===== src/rtl/memory_bus_arbiter_if.sv =====
// Requester, flush and memory-bus signal bundle for the memory bus arbiter.
// Latency: none, the bundle only groups wires.
// Backpressure: requests are levels held until done; bus_request_o is held until bus_done_i.
interface memory_bus_arbiter_if;
    // pipeline control
    logic        flush_i;
    // requesters
    logic        ld_req_i;
    logic        fe_req_i;
    logic        st_req_i;
    logic [31:0] ld_address_i;
    logic [31:0] fe_address_i;
    logic [31:0] st_address_i;
    logic [31:0] st_data_i;
    logic [1:0]  st_width_i;
    // completions back to the requesters
    logic        ld_done_o;
    logic        fe_done_o;
    logic        st_done_o;
    logic [31:0] rsp_data_o;
    logic        rsp_error_o;
    // external memory bus
    logic        bus_request_o;
    logic        bus_write_o;
    logic [31:0] bus_address_o;
    logic [31:0] bus_data_o;
    logic [1:0]  bus_width_o;
    logic [31:0] bus_data_i;
    logic        bus_done_i;
    logic        bus_error_i;

    // arbiter side: drives the memory bus and the completions
    modport master (
        input  flush_i,
        input  ld_req_i, fe_req_i, st_req_i,
        input  ld_address_i, fe_address_i, st_address_i,
        input  st_data_i, st_width_i,
        output ld_done_o, fe_done_o, st_done_o, rsp_data_o, rsp_error_o,
        output bus_request_o, bus_write_o, bus_address_o, bus_data_o, bus_width_o,
        input  bus_data_i, bus_done_i, bus_error_i
    );

    // environment side: requesters plus memory controller
    modport slave (
        output flush_i,
        output ld_req_i, fe_req_i, st_req_i,
        output ld_address_i, fe_address_i, st_address_i,
        output st_data_i, st_width_i,
        input  ld_done_o, fe_done_o, st_done_o, rsp_data_o, rsp_error_o,
        input  bus_request_o, bus_write_o, bus_address_o, bus_data_o, bus_width_o,
        output bus_data_i, bus_done_i, bus_error_i
    );
endinterface


===== src/rtl/memory_bus_arbiter.sv =====
// Shares one memory bus between load, fetch and store (priority load > fetch > store).
// Latency: request to bus_request_o 1 cycle; bus_done_i to requester done 0 cycles.
// Backpressure: one transaction at a time; losers hold their level request. Optional
// store-starvation guard enabled by defining ARBITER_STARVATION_GUARD_EN.
module memory_bus_arbiter #(
    parameter int unsigned STARVE_LIMIT = 8
) (
    input  logic                 clk_i,
    input  logic                 rst_i,
    memory_bus_arbiter_if.master bus
);

    typedef enum logic [2:0] {IDLE, LOAD, FETCH, STORE, DRAIN} state_t;

    // Limit must fit the 1..255 range the counter width is derived from.
    if (STARVE_LIMIT < 1 || STARVE_LIMIT > 255) begin : g_limit_check
        $error("STARVE_LIMIT out of range 1..255");
    end

    state_t      state, state_nxt;
    logic        ld_eff, fe_eff, st_eff;
    logic        arb_en, st_force;
    logic        grant_ld, grant_fe, grant_st;
    logic        bus_done_act;
    logic        bus_write_q;
    logic [31:0] bus_address_q;
    logic [31:0] bus_data_q;
    logic [1:0]  bus_width_q;

`ifdef ARBITER_STARVATION_GUARD_EN
    localparam int unsigned CW = $clog2(STARVE_LIMIT + 1);
    localparam logic [CW-1:0] STARVE_MAX = CW'(STARVE_LIMIT);

    logic [CW-1:0] starve_cnt;

    assign st_force = (starve_cnt == STARVE_MAX);

    // Count decisions a pending store loses; saturate, clear when store is granted.
    always_ff @(posedge clk_i or posedge rst_i) begin
        if (rst_i) begin
            starve_cnt <= '0;
        end else if (grant_st) begin
            starve_cnt <= '0;
        end else if (st_eff && (grant_ld || grant_fe) && !st_force) begin
            starve_cnt <= starve_cnt + 1'b1;
        end
    end
`else
    assign st_force = 1'b0;
`endif

    // Done from the bus only counts while a transaction owns it.
    assign bus_done_act = bus.bus_done_i &&
                          (state == LOAD || state == FETCH || state == STORE);

    // Arbitration: decide in IDLE or on completion; the finishing owner sits out that cycle.
    always_comb begin
        ld_eff   = bus.ld_req_i && (state != LOAD);
        fe_eff   = bus.fe_req_i && (state != FETCH);
        st_eff   = bus.st_req_i && (state != STORE);
        arb_en   = !bus.flush_i && ((state == IDLE) || bus_done_act);
        grant_ld = 1'b0;
        grant_fe = 1'b0;
        grant_st = 1'b0;
        if (arb_en) begin
            if (st_eff && st_force) begin
                grant_st = 1'b1;
            end else if (ld_eff) begin
                grant_ld = 1'b1;
            end else if (fe_eff) begin
                grant_fe = 1'b1;
            end else if (st_eff) begin
                grant_st = 1'b1;
            end
        end
    end

    // Next state: winner's state, DRAIN on flush of a read, IDLE when nothing is pending.
    always_comb begin
        state_nxt = state;
        case (state)
            IDLE: begin
                if (grant_ld)      state_nxt = LOAD;
                else if (grant_fe) state_nxt = FETCH;
                else if (grant_st) state_nxt = STORE;
            end
            LOAD, FETCH: begin
                if (bus.flush_i) begin
                    state_nxt = bus.bus_done_i ? IDLE : DRAIN;
                end else if (bus.bus_done_i) begin
                    if (grant_ld)      state_nxt = LOAD;
                    else if (grant_fe) state_nxt = FETCH;
                    else if (grant_st) state_nxt = STORE;
                    else               state_nxt = IDLE;
                end
            end
            STORE: begin
                if (bus.bus_done_i) begin
                    if (grant_ld)      state_nxt = LOAD;
                    else if (grant_fe) state_nxt = FETCH;
                    else if (grant_st) state_nxt = STORE;
                    else               state_nxt = IDLE;
                end
            end
            DRAIN: begin
                if (bus.bus_done_i) state_nxt = IDLE;
            end
            default: state_nxt = IDLE;
        endcase
    end

    // State register.
    always_ff @(posedge clk_i or posedge rst_i) begin
        if (rst_i) state <= IDLE;
        else       state <= state_nxt;
    end

    // Capture the winner's transaction fields at grant; held stable while it runs.
    always_ff @(posedge clk_i or posedge rst_i) begin
        if (rst_i) begin
            bus_write_q   <= 1'b0;
            bus_address_q <= '0;
            bus_data_q    <= '0;
            bus_width_q   <= '0;
        end else if (grant_ld) begin
            bus_write_q   <= 1'b0;
            bus_address_q <= bus.ld_address_i;
            bus_data_q    <= '0;
            bus_width_q   <= '0;
        end else if (grant_fe) begin
            bus_write_q   <= 1'b0;
            bus_address_q <= bus.fe_address_i;
            bus_data_q    <= '0;
            bus_width_q   <= '0;
        end else if (grant_st) begin
            bus_write_q   <= 1'b1;
            bus_address_q <= bus.st_address_i;
            bus_data_q    <= bus.st_data_i;
            bus_width_q   <= bus.st_width_i;
        end
    end

    assign bus.bus_request_o = (state != IDLE);
    assign bus.bus_write_o   = bus_write_q;
    assign bus.bus_address_o = bus_address_q;
    assign bus.bus_data_o    = bus_data_q;
    assign bus.bus_width_o   = bus_width_q;

    // A flushed read completes silently, whether in DRAIN or completing in the flush cycle.
    assign bus.ld_done_o   = (state == LOAD)  && bus.bus_done_i && !bus.flush_i;
    assign bus.fe_done_o   = (state == FETCH) && bus.bus_done_i && !bus.flush_i;
    assign bus.st_done_o   = (state == STORE) && bus.bus_done_i;
    assign bus.rsp_data_o  = (bus.ld_done_o || bus.fe_done_o) ? bus.bus_data_i : 32'h0;
    assign bus.rsp_error_o = (bus.ld_done_o || bus.fe_done_o || bus.st_done_o) ?
                             bus.bus_error_i : 1'b0;

endmodule


===== src/flat_wrapper.sv =====
// flat-port wrapper written by rule: the top's interface ports become plain ports
module memory_bus_arbiter_flat 
#(
    parameter int unsigned STARVE_LIMIT = 8
)
  (clk_i, rst_i, bus_flush_i, bus_ld_req_i, bus_fe_req_i, bus_st_req_i, bus_ld_address_i, bus_fe_address_i, bus_st_address_i, bus_st_data_i, bus_st_width_i, bus_ld_done_o, bus_fe_done_o, bus_st_done_o, bus_rsp_data_o, bus_rsp_error_o, bus_bus_request_o, bus_bus_write_o, bus_bus_address_o, bus_bus_data_o, bus_bus_width_o, bus_bus_data_i, bus_bus_done_i, bus_bus_error_i);
  memory_bus_arbiter_if bus_i ();
  input  logic clk_i;
  input  logic rst_i;
  input wire logic [$bits(bus_i.flush_i)-1:0] bus_flush_i;
  input wire logic [$bits(bus_i.ld_req_i)-1:0] bus_ld_req_i;
  input wire logic [$bits(bus_i.fe_req_i)-1:0] bus_fe_req_i;
  input wire logic [$bits(bus_i.st_req_i)-1:0] bus_st_req_i;
  input wire logic [$bits(bus_i.ld_address_i)-1:0] bus_ld_address_i;
  input wire logic [$bits(bus_i.fe_address_i)-1:0] bus_fe_address_i;
  input wire logic [$bits(bus_i.st_address_i)-1:0] bus_st_address_i;
  input wire logic [$bits(bus_i.st_data_i)-1:0] bus_st_data_i;
  input wire logic [$bits(bus_i.st_width_i)-1:0] bus_st_width_i;
  output wire logic [$bits(bus_i.ld_done_o)-1:0] bus_ld_done_o;
  output wire logic [$bits(bus_i.fe_done_o)-1:0] bus_fe_done_o;
  output wire logic [$bits(bus_i.st_done_o)-1:0] bus_st_done_o;
  output wire logic [$bits(bus_i.rsp_data_o)-1:0] bus_rsp_data_o;
  output wire logic [$bits(bus_i.rsp_error_o)-1:0] bus_rsp_error_o;
  output wire logic [$bits(bus_i.bus_request_o)-1:0] bus_bus_request_o;
  output wire logic [$bits(bus_i.bus_write_o)-1:0] bus_bus_write_o;
  output wire logic [$bits(bus_i.bus_address_o)-1:0] bus_bus_address_o;
  output wire logic [$bits(bus_i.bus_data_o)-1:0] bus_bus_data_o;
  output wire logic [$bits(bus_i.bus_width_o)-1:0] bus_bus_width_o;
  input wire logic [$bits(bus_i.bus_data_i)-1:0] bus_bus_data_i;
  input wire logic [$bits(bus_i.bus_done_i)-1:0] bus_bus_done_i;
  input wire logic [$bits(bus_i.bus_error_i)-1:0] bus_bus_error_i;
  assign bus_i.flush_i = bus_flush_i;
  assign bus_i.ld_req_i = bus_ld_req_i;
  assign bus_i.fe_req_i = bus_fe_req_i;
  assign bus_i.st_req_i = bus_st_req_i;
  assign bus_i.ld_address_i = bus_ld_address_i;
  assign bus_i.fe_address_i = bus_fe_address_i;
  assign bus_i.st_address_i = bus_st_address_i;
  assign bus_i.st_data_i = bus_st_data_i;
  assign bus_i.st_width_i = bus_st_width_i;
  assign bus_ld_done_o = bus_i.ld_done_o;
  assign bus_fe_done_o = bus_i.fe_done_o;
  assign bus_st_done_o = bus_i.st_done_o;
  assign bus_rsp_data_o = bus_i.rsp_data_o;
  assign bus_rsp_error_o = bus_i.rsp_error_o;
  assign bus_bus_request_o = bus_i.bus_request_o;
  assign bus_bus_write_o = bus_i.bus_write_o;
  assign bus_bus_address_o = bus_i.bus_address_o;
  assign bus_bus_data_o = bus_i.bus_data_o;
  assign bus_bus_width_o = bus_i.bus_width_o;
  assign bus_i.bus_data_i = bus_bus_data_i;
  assign bus_i.bus_done_i = bus_bus_done_i;
  assign bus_i.bus_error_i = bus_bus_error_i;
  memory_bus_arbiter #(.STARVE_LIMIT(STARVE_LIMIT)) u_core (.clk_i(clk_i), .rst_i(rst_i), .bus(bus_i));
endmodule

===== config.mk =====
export PLATFORM = sky130hd
export DESIGN_NAME = memory_bus_arbiter_flat
export DESIGN_NICKNAME = d
export VERILOG_FILES = /design/src/rtl/memory_bus_arbiter_if.sv /design/src/rtl/memory_bus_arbiter.sv /design/src/flat_wrapper.sv
export SDC_FILE = /design/constraint.sdc
export NUM_CORES = 1
export LEC_CHECK = 0
export CELL_PAD_IN_SITES_DETAIL_PLACEMENT = 1
export CELL_PAD_IN_SITES_GLOBAL_PLACEMENT = 2
export CORE_ASPECT_RATIO = 1.75
export CORE_MARGIN = 1.5
export CORE_UTILIZATION = 17
export CTS_CLUSTER_SIZE = 14
export DETAILED_ROUTE_END_ITERATION = 6
export PLACE_DENSITY_LB_ADDON = 0.1
export RECOVER_POWER = 100
export REMOVE_ABC_BUFFERS = 1
export SLEW_MARGIN = 10
export SYNTH_ARGS = -nofsm -noshare
export SYNTH_HDL_FRONTEND = slang
export SYNTH_SLANG_ARGS = --single-unit

===== constraint.sdc =====
create_clock -name clk_i -period 2.57 [get_ports clk_i]
set_clock_uncertainty 0.05 [all_clocks]
set_input_delay 0.6425 -clock clk_i [delete_from_list [all_inputs] [get_ports clk_i]]
set_output_delay 0.6425 -clock clk_i [all_outputs]
set_load 0.05 [all_outputs]

# Yosys cells after proc, flatten, opt, wreduce, memory -nomap -nowiden

Index checks and enable logic that the tools add are counted.

Muxes and demuxes: 34
Equality and inequality tests: 9
Reduce and logical (&&, ||, !) cells: 21

Operators with widths:

| cell                                                                     | count |
|---|---|
| 32-bit two-way mux                                                       | 7 |
| 3-bit two-way mux                                                        | 9 |
| 1-bit two-way mux                                                        | 13 |
| 3-bit one-hot mux with 4 select lines                                    | 1 |
| 1-bit logical AND                                                        | 10 |
| 2-bit two-way mux                                                        | 4 |
| 3-bit by 2-bit equality test with 1-bit output (second input constant)   | 2 |
| 3-bit by 2-bit inequality test with 1-bit output (second input constant) | 2 |
| 3-bit nonzero test                                                       | 2 |
| 1-bit logical OR                                                         | 5 |
| 4-bit by 1-bit inequality test with 1-bit output (second input constant) | 1 |
| 3-bit by 1-bit equality test with 1-bit output (second input constant)   | 1 |
| 3-bit equality test (second input constant)                              | 1 |
| 3-bit zero test                                                          | 1 |
| 3-bit by 1-bit inequality test with 1-bit output (second input constant) | 1 |
| 2-bit inequality test (second input constant)                            | 1 |
| 2-bit AND reduction                                                      | 1 |
| 2-bit OR reduction                                                       | 1 |
| 1-bit zero test                                                          | 1 |

Input bits: 170
Logic and storage cells: 69
Output and inout bits: 104
Register bits after elaboration: 70

# Logic depth before layout (Yosys ltp)

Gate-level depths: netlist of the first run.

Depth in word-level cells: 13
Gate-level depth with buffers: 7
Mapped depth without buffers: 4

# Worst setup path before layout of the first run

OpenSTA, ideal clock, no wires.

Kind: input to output
Start point: in bus_bus_done_i
End point: out bus_rsp_data_o[10]
Buffers on the path: 1
Path slack: 0.086 ns
Stages: 5
Data arrival time: 1.791 ns
Required time: 1.877 ns
Path through: nor2b_1 nand2_1 a21oi_1 clkbuf_1 and2_1

Longest elaborated chain between the ends: 4
Elaborated cells between the ends (all ways): 6
Classes of those cells: mux: 1; reduce/logical: 5

RTL lines:

| what                                                      | RTL line                                             | source |
|---|---|---|
| start, declared                                           | flat_wrapper.sv:30                                   | `input wire logic [$bits(bus_i.bus_done_i)-1:0] bus_bus_done_i;` |
| 1-bit logical AND, on equally long branches (2 in series) | memory_bus_arbiter.sv:150, memory_bus_arbiter.sv:151 |  |
| 1-bit logical OR *                                        | memory_bus_arbiter.sv:153                            | `assign bus.rsp_data_o = (bus.ld_done_o \|\| bus.fe_done_o) ? bus.bus_data_i : 32'h0;` |
| 32-bit two-way mux *                                      | memory_bus_arbiter.sv:153                            |  |
| end, declared                                             | flat_wrapper.sv:22                                   | `output wire logic [$bits(bus_i.rsp_data_o)-1:0] bus_rsp_data_o;` |

Mark *: on every way between the ends. The rest lies on a longest branch, timed or not.

# Final worst setup path of the first run

Start point: in bus_flush_i
End point: out bus_rsp_data_o[2]

Longest elaborated chain between the ends: 4
Elaborated cells between the ends (all ways): 5
Classes of those cells: mux: 1; reduce/logical: 4

RTL lines:

| what                                        | RTL line                                             | source |
|---|---|---|
| start, declared                             | flat_wrapper.sv:10                                   | `input wire logic [$bits(bus_i.flush_i)-1:0] bus_flush_i;` |
| 1-bit zero test *                           | memory_bus_arbiter.sv:150, memory_bus_arbiter.sv:151 |  |
| 1-bit logical AND, on equally long branches | memory_bus_arbiter.sv:150, memory_bus_arbiter.sv:151 |  |
| 1-bit logical OR *                          | memory_bus_arbiter.sv:153                            |  |
| 32-bit two-way mux *                        | memory_bus_arbiter.sv:153                            |  |

Marked as above.

==> reports/metrics.cfg, run 1 <==
[run_status]
run_status = finished, final reports clean

[synthesis]
synthesis.area_sq_um = 3720
synth.avg_cell_area_sq_um = 10.5
synthCells = 353
synth_top_cell_area_share = 0.471
synth_sequential_area_ratio = 0.471
synthXorXnorAreaFrac = 0
main_combinational_cell_family_by_area_after_synthesis = compound AO/OA/AOI/OAI gates
synth-edff-count = 0
ys_async_sr_fraction = 1.00
synth_simple_gate_area_share = 0.126
mux_share_of_post_synthesis_cell_area = 0.0949
ys_ff_latch = 70
synth_flop_cell = dfrtp_1
yosys.area_share.adder = 0
yosysWarningCount = 0
synthDistinctLibCells = 37
synth_top_cells_by_area = dfrtp_1 (47%), o211ai_1 (13%), mux2i_1 (8.9%)
synth_area_leader_cell = dfrtp_1
synth-compound-area-share = 0.258

[placement]
io_buffer_count = 273
gp_congestion = 0.726
detailed_place_hpwl_mm = 13.4
numPlacedInstances = 911

[cells_and_area]
layoutNonFillerInstCount = 938
commonest_cells_after_routing_fill_and_taps_aside = clkdlybuf4s50_1 (166), dlygate4sd3_1 (68), dfrtp_1 (67)
final_common_cell = clkdlybuf4s50_1
multiInputGateArea_sq_um = 1910
fillCellCount = 2404
final-seq-area_sq_um = 1760
net_count_final = 809
drive_above_1_share = 0.207
area_growth_syn_to_layout_pct = 103

[floorplanning]
floorplan.die.width_um = 115
initial_utilization = 0.173
placement_rows = 71
die-area_sq_um = 22800
i_o_pins = 274
core_sq_um = 21500
die_height_um = 199

[pwr]
power.density_cell_area_nw_per_um2 = 1090
post-layout-total-power_mw = 8.21
total_leakage_power_nw = 3.20
max_ir_drop_vdd_mv = 0.415

[worst_setup_path]
critical_path.endpoint_type = output port
timing.setup.critical_path_class = input port to output port
worstPathMaxFanout = 8
worst_ep_arrival_time_ps = 1780
worstSetupStartpointType = input port
worstPathRequired_ps = 1880

[clocking]
clock_sinks = 70
worstSkewPairLatency_ps = 330
worst_setup_hold_path_clk_slew_ps = 60
cts_buffers = 9
h-tree-depth = 3
cts_root_buffer = clkbuf_16
cts-root-to-sink-buffers = 2
post_cts_hold_buffer_count = 0
cts_tree = built

[global_route]
grt_start_max_net_pins = 71
antenna_found_initial = 1
global_route.overflow_total = 0
global_route.usage.total = 0.158
vias_in_the_first_global_route = 4369
grt_pass1_wl_mm = 26.9

[sta]
max_freq_mhz = 404
finalCriticalPeriod_ps = 2480
final_min_period_over_clock_period = 0.963
setup_repair_after_global_routing_missed_its_margin = no
final_hold_viol_count = 0
slew_headroom = 0.285
drv_slew = 0
timing_worst_slew_pin_value_ps = 1070
setup-violations-final = 0
worst_hold_margin_ps = 445

[route]
ant_nets = 0
dr_pass1_iterations = 4
avgViaCountPerCell = 4.33
wl_mm = 18.3
drt_first_iter_violations = 81
routed_vias = 4066
routedWlPerCell_um = 19.5
drt_drc_violations_left = 0

[job]
max_cap_viol_count = 0

[worst_hold_path]
hold_path_class = flop to flop

cell type report:
type,instances,area share
flip-flops and latches,70,0.232
clock inverters,3,0.00563
clock buffers,13,0.0345
inverters,5,0.00265
multi-input cells,246,0.253
repair buffers,307,0.423
diodes,2,0.000663
well taps,292,0.0484
layer usage:
layer	share of wire	vias up	GRT usage	routed length (um)
met5	0	-	0	0
li1	-	1889	-	-
met1	0.38	1984	0.170	6870
met2	0.54	182	0.299	9880
met4	0.012	0	0.0530	222
met3	0.073	11	0.0341	1330
what timing repair did:
action                     4_1_cts  5_1_grt
gates resized for setup         44        6
pin swaps                        4        2
setup buffers                    5        2
setup endpoints to repair       33       11
cloned                           2        0
path summary, 6_finish.rpt:
path | start | slack [ps] | to | depth (start not counted)
worst min register to register | u_core.bus.bus_data_o[6] | 440 | u_core.bus.bus_data_o[6] | 1
worst max register to register | u_core.state[0] | 380 | u_core.bus.bus_data_o[2] | 6
worst min-delay path | u_core.bus.bus_data_o[6] | 440 | u_core.bus.bus_data_o[6] | 1
min in group asynchronous | rst_i | 1090 | u_core.bus.bus_width_o[0] | 3
max in group asynchronous | rst_i | 590 | u_core.state[2] | 3
worst max-delay path | bus_flush_i | 90 | bus_rsp_data_o[2] | 9
cell families (layout without fill, tap and decap cells):
group                  count (synthesis)  in the layout
AO/OA/AOI/OAI                        121            121
buffers and inverters                 37            328
flip-flops                            70             70
multiplexers                          35             35
other                                  0              2
AND/OR/NAND/NOR                       90             90
stage by stage:
stage	setup WS [ps]	utilization	setup TNS, ps	cell area [sq um]
2_1_floorplan	-345	-	-13290	3550
3_3_place_gp	-249	0.341	-13790	7340
3_5_place_dp	-268	0.341	-14720	7340
4_1_cts	0.498	0.366	0	7860
5_1_grt	2.85	0.351	0	7550
6_report	94.5	0.351	0	7550
worst max-delay path, cell delays in order:
cell,delay (ps)
clkdlybuf4s15_1,200
inv_2,80
nand2_2,70
a21oi_4,160
buf_12,140
buf_12,100
buf_16,120
and2_4,140
buf_6,150
report_power, final:
part | internal (mW) | switching (mW)
clock network | 0.804 | 0.488
registers | 1.56 | 0.250
logic | 1.87 | 3.23
sequential cells by signal, summed over array words and instances, names as in the netlist:
| register | cells |
|---|---|
| u_core.bus.bus_write_o | 1 |
| u_core.state | 3 |
| u_core.bus.bus_data_o | 32 |
| u_core.bus.bus_address_o | 32 |
| u_core.bus.bus_width_o | 2 |
cell usage after synthesis, drive strengths merged, types with 2 or more instances:
library cell,instances
buf,16
and2,33
a31oi,2
a21oi,4
clkbuf,16
nor2b,4
a22o,34
o211ai,64
dfrtp,70
o21ai,3
inv,5
mux2,2
nor2,5
mux2i,33
nand2b,3
o21a,2
nand2,41
Note: power is estimated with default switching activity, not from simulation.
==> inputs of run 2 (changes only) <==
--- a/config.mk
+++ b/config.mk
@@ -6,10 +6,10 @@
 export NUM_CORES = 1
 export LEC_CHECK = 0
 export CELL_PAD_IN_SITES_DETAIL_PLACEMENT = 1
-export CELL_PAD_IN_SITES_GLOBAL_PLACEMENT = 2
+export CELL_PAD_IN_SITES_GLOBAL_PLACEMENT = 1
 export CORE_ASPECT_RATIO = 1.75
 export CORE_MARGIN = 1.5
-export CORE_UTILIZATION = 17
+export CORE_UTILIZATION = 26
 export CTS_CLUSTER_SIZE = 14
 export DETAILED_ROUTE_END_ITERATION = 6
 export PLACE_DENSITY_LB_ADDON = 0.1
==> constraint.sdc (replaced) <==
create_clock -name clk_i -period 3.1 [get_ports clk_i]
set_clock_uncertainty 0.05 [all_clocks]
set_input_delay 0.775 -clock clk_i [delete_from_list [all_inputs] [get_ports clk_i]]
set_output_delay 0.775 -clock clk_i [all_outputs]
set_load 0.05 [all_outputs]
==> run 2 against run 1 <==
  * Wire length fell by 7.9%
  * First-iteration DRC count rose by 42%
  * Setup slack worse by 38 ps
  * Combinational power is 20% lower
  * Final cell count is 14% lower
  * Critical path depth is 2 lower
  * Die area shrank 34%
  * Sequential cell count unchanged
  * Clock power fell by 7%
  * Non-clock buffer count down 12
  * Count of clock-buffer cells in the layout is 3 lower
==> reports/metrics.cfg, run 2 (synthesis results as in run 1) <==
[worst_hold_path]
hold_path_class = flop to flop
min_delay_path_depth = 1  ; unchanged
min-delay-start = u_core.bus.bus_data_o[8]
hold_path_end = u_core.bus.bus_data_o[8]

[clocking]
cts-root-to-sink-buffers = 2  ; unchanged
cts_root_buffer = clkbuf_16
h-tree-depth = 3  ; unchanged
post_cts_hold_buffer_count = 0  ; unchanged
worst_setup_hold_path_clk_slew_ps = 60  ; about the same
worstSkewPairLatency_ps = 330  ; about the same
clock_sinks = 70  ; unchanged
cts_tree = built
cts_buffers = 9  ; unchanged

[placement]
detailedPlace.worstSlack_ps = -10.4  ; +257 ps
placement.cell_area_sq_um = 7100  ; -3.3%
gp_congestion = 0.756  ; +4.1%
io_buffer_count = 273  ; unchanged
detailed_place_hpwl_mm = 13.2  ; -1.2%

[floorplanning]
die-area_sq_um = 15100  ; -34%
floorplan.die.width_um = 93.4  ; -19%
core_sq_um = 13900  ; -35%
initial_utilization = 0.267  ; +0.0944
placement_rows = 57  ; -20%
die_height_um = 161  ; -19%
i_o_pins = 274  ; unchanged

[worst_setup_path]
r2r_depth = 5  ; -1
timing.setup.critical_path_class = input port to output port
worstPathRequired_ps = 2270  ; +390 ps
worst_r2r_startpoint = u_core.state[0]
worst-path-buf-inv = 4  ; -2
cpLargestDelayFamily = buffers and inverters
timing.reg2reg.setup_slack_ps = 790  ; +410 ps
cp_slowest_stage_delay_ps = 440  ; +240 ps
slowest_cell_on_the_critical_path = clkdlybuf4s50_1
worstPathMaxFanout = 8  ; unchanged
worst_ep_arrival_time_ps = 2220  ; +440 ps
crit_chain = clkdlybuf4s50_1 -> inv_2 -> nand2_2 -> a21oi_4 -> clkbuf_16 -> and2_1 -> buf_12
worstSetupStartpointType = input port
critical_path.endpoint_type = output port
r2r-end = u_core.bus.bus_data_o[5]

[sta]
final_critical_path_setup_slack_ps = 56.2  ; -38.3 ps
timing_worst_slew_pin_value_ps = 1340  ; +267 ps
max_freq_mhz = 329
final_min_period_over_clock_period = 0.982
worst_hold_margin_ps = 452  ; +7.19 ps
slew_headroom = 0.106  ; -0.179
final_hold_viol_count = 0  ; unchanged
drv_slew = 0  ; unchanged
setup-violations-final = 0  ; unchanged
finalCriticalPeriod_ps = 3040

[cells_and_area]
fillCellCount = 1476  ; -39%
final_common_cell = clkdlybuf4s50_1
multiInputGateArea_sq_um = 1820  ; -4.7%
drive_above_1_share = 0.128  ; -0.0782
net_count_final = 797  ; -1.5%
final-seq-area_sq_um = 1750  ; -0.21%
area_growth_syn_to_layout_pct = 99.8
commonest_cells_after_routing_fill_and_taps_aside = clkdlybuf4s50_1 (166), dlygate4sd3_1 (70), dfrtp_1 (70)
postLayoutCellArea_sq_um = 7430  ; -1.6%

[route]
ant_nets = 0  ; unchanged
drt_first_iter_violations = 115  ; +42%
dr_pass1_iterations = 5  ; +1
wl_mm = 16.9  ; -7.9%
drt_drc_violations_left = 0  ; unchanged
routedWlPerCell_um = 20.8  ; +6.7%
avgViaCountPerCell = 4.94  ; +14%
routed_vias = 3998  ; -1.7%

[job]
max_cap_viol_count = 0  ; unchanged

[pwr]
share_comb_of_total_power = 0.598  ; -0.024
share_clk_of_total_power = 0.176  ; +0.019
max_ir_drop_vdd_mv = 0.508  ; +22%
seqPwrFrac = 0.226  ; +0.005
total_leakage_power_nw = 3.16  ; -1.2%
power.switching_mw = 3.24  ; -18%
power.density_cell_area_nw_per_um2 = 916  ; -16%
cellInternalPower_mw = 3.56  ; -16%
p_sw_frac = 0.476  ; -0.00701

[global_route]
vias_in_the_first_global_route = 4381  ; +0.27%
grt_start_max_net_pins = 38  ; -46%
global_route.overflow_total = 0  ; unchanged
grt_pass1_wl_mm = 25.1  ; -6.8%
global_route.usage.total = 0.219  ; +0.0612
antenna_found_initial = 1  ; unchanged

[run_status]
run_status = finished, final reports clean

## run 2: worst max-delay path by stage
stage	to	depth (start not counted)	start	slack (ps)
after detailed placement	bus_rsp_data_o[27]	7	bus_bus_done_i	-10
after floorplan	bus_rsp_data_o[0]	4	bus_bus_done_i	-80
after global placement	bus_rsp_data_o[29]	7	bus_bus_done_i	30
final	bus_rsp_data_o[15]	7	bus_flush_i	60
after global routing	bus_rsp_data_o[6]	7	bus_flush_i	-3
after CTS	bus_rsp_data_o[27]	7	bus_bus_done_i	40
## run 2: repair_timing
item	in CTS	in global routing
setup endpoints to repair	4	32
setup buffers	0	1
gates cloned	0	2
resized for setup	1	8
## run 2: cell type report
type                            instances  area share
Sequential cell                        70       0.236
Inverter                                5     0.00253
Tap cell                              177      0.0298
Clock inverter                          5      0.0143
Antenna cell                            1    0.000337
Multi-Input combinational cell        246       0.245
Clock buffer                           10      0.0322
Timing Repair Buffer                  295       0.440
## run 2: metal layers
layer	vias up	part of all wire	GRT usage
met5	-	0	0
met4	0	0.016	0.0709
met3	16	0.080	0.0560
met2	223	0.55	0.415
met1	1899	0.36	0.228
li1	1860	-	-
## run 2: power groups by stage
stage	Combinational (mW)	Sequential, mW	Clock [mW]
2_1_floorplan	1.23	2.77	0
3_3_place_gp	4.18	1.55	0
3_5_place_dp	4.24	1.56	0
4_1_cts	4.25	1.56	1.23
5_1_grt	4.28	1.59	1.26
6_report	4.07	1.54	1.20
## run 2: per-stage QoR
stage,cells,power (mW),util,setup TNS (ps)
after CTS,805,7.04,0.535,0
final,809,6.81,0.534,0
after global placement,790,5.72,0.510,0
after floorplan,321,4.01,-,-2550
after global routing,809,7.12,0.534,-6.14
after detailed placement,790,5.80,0.510,-20.5
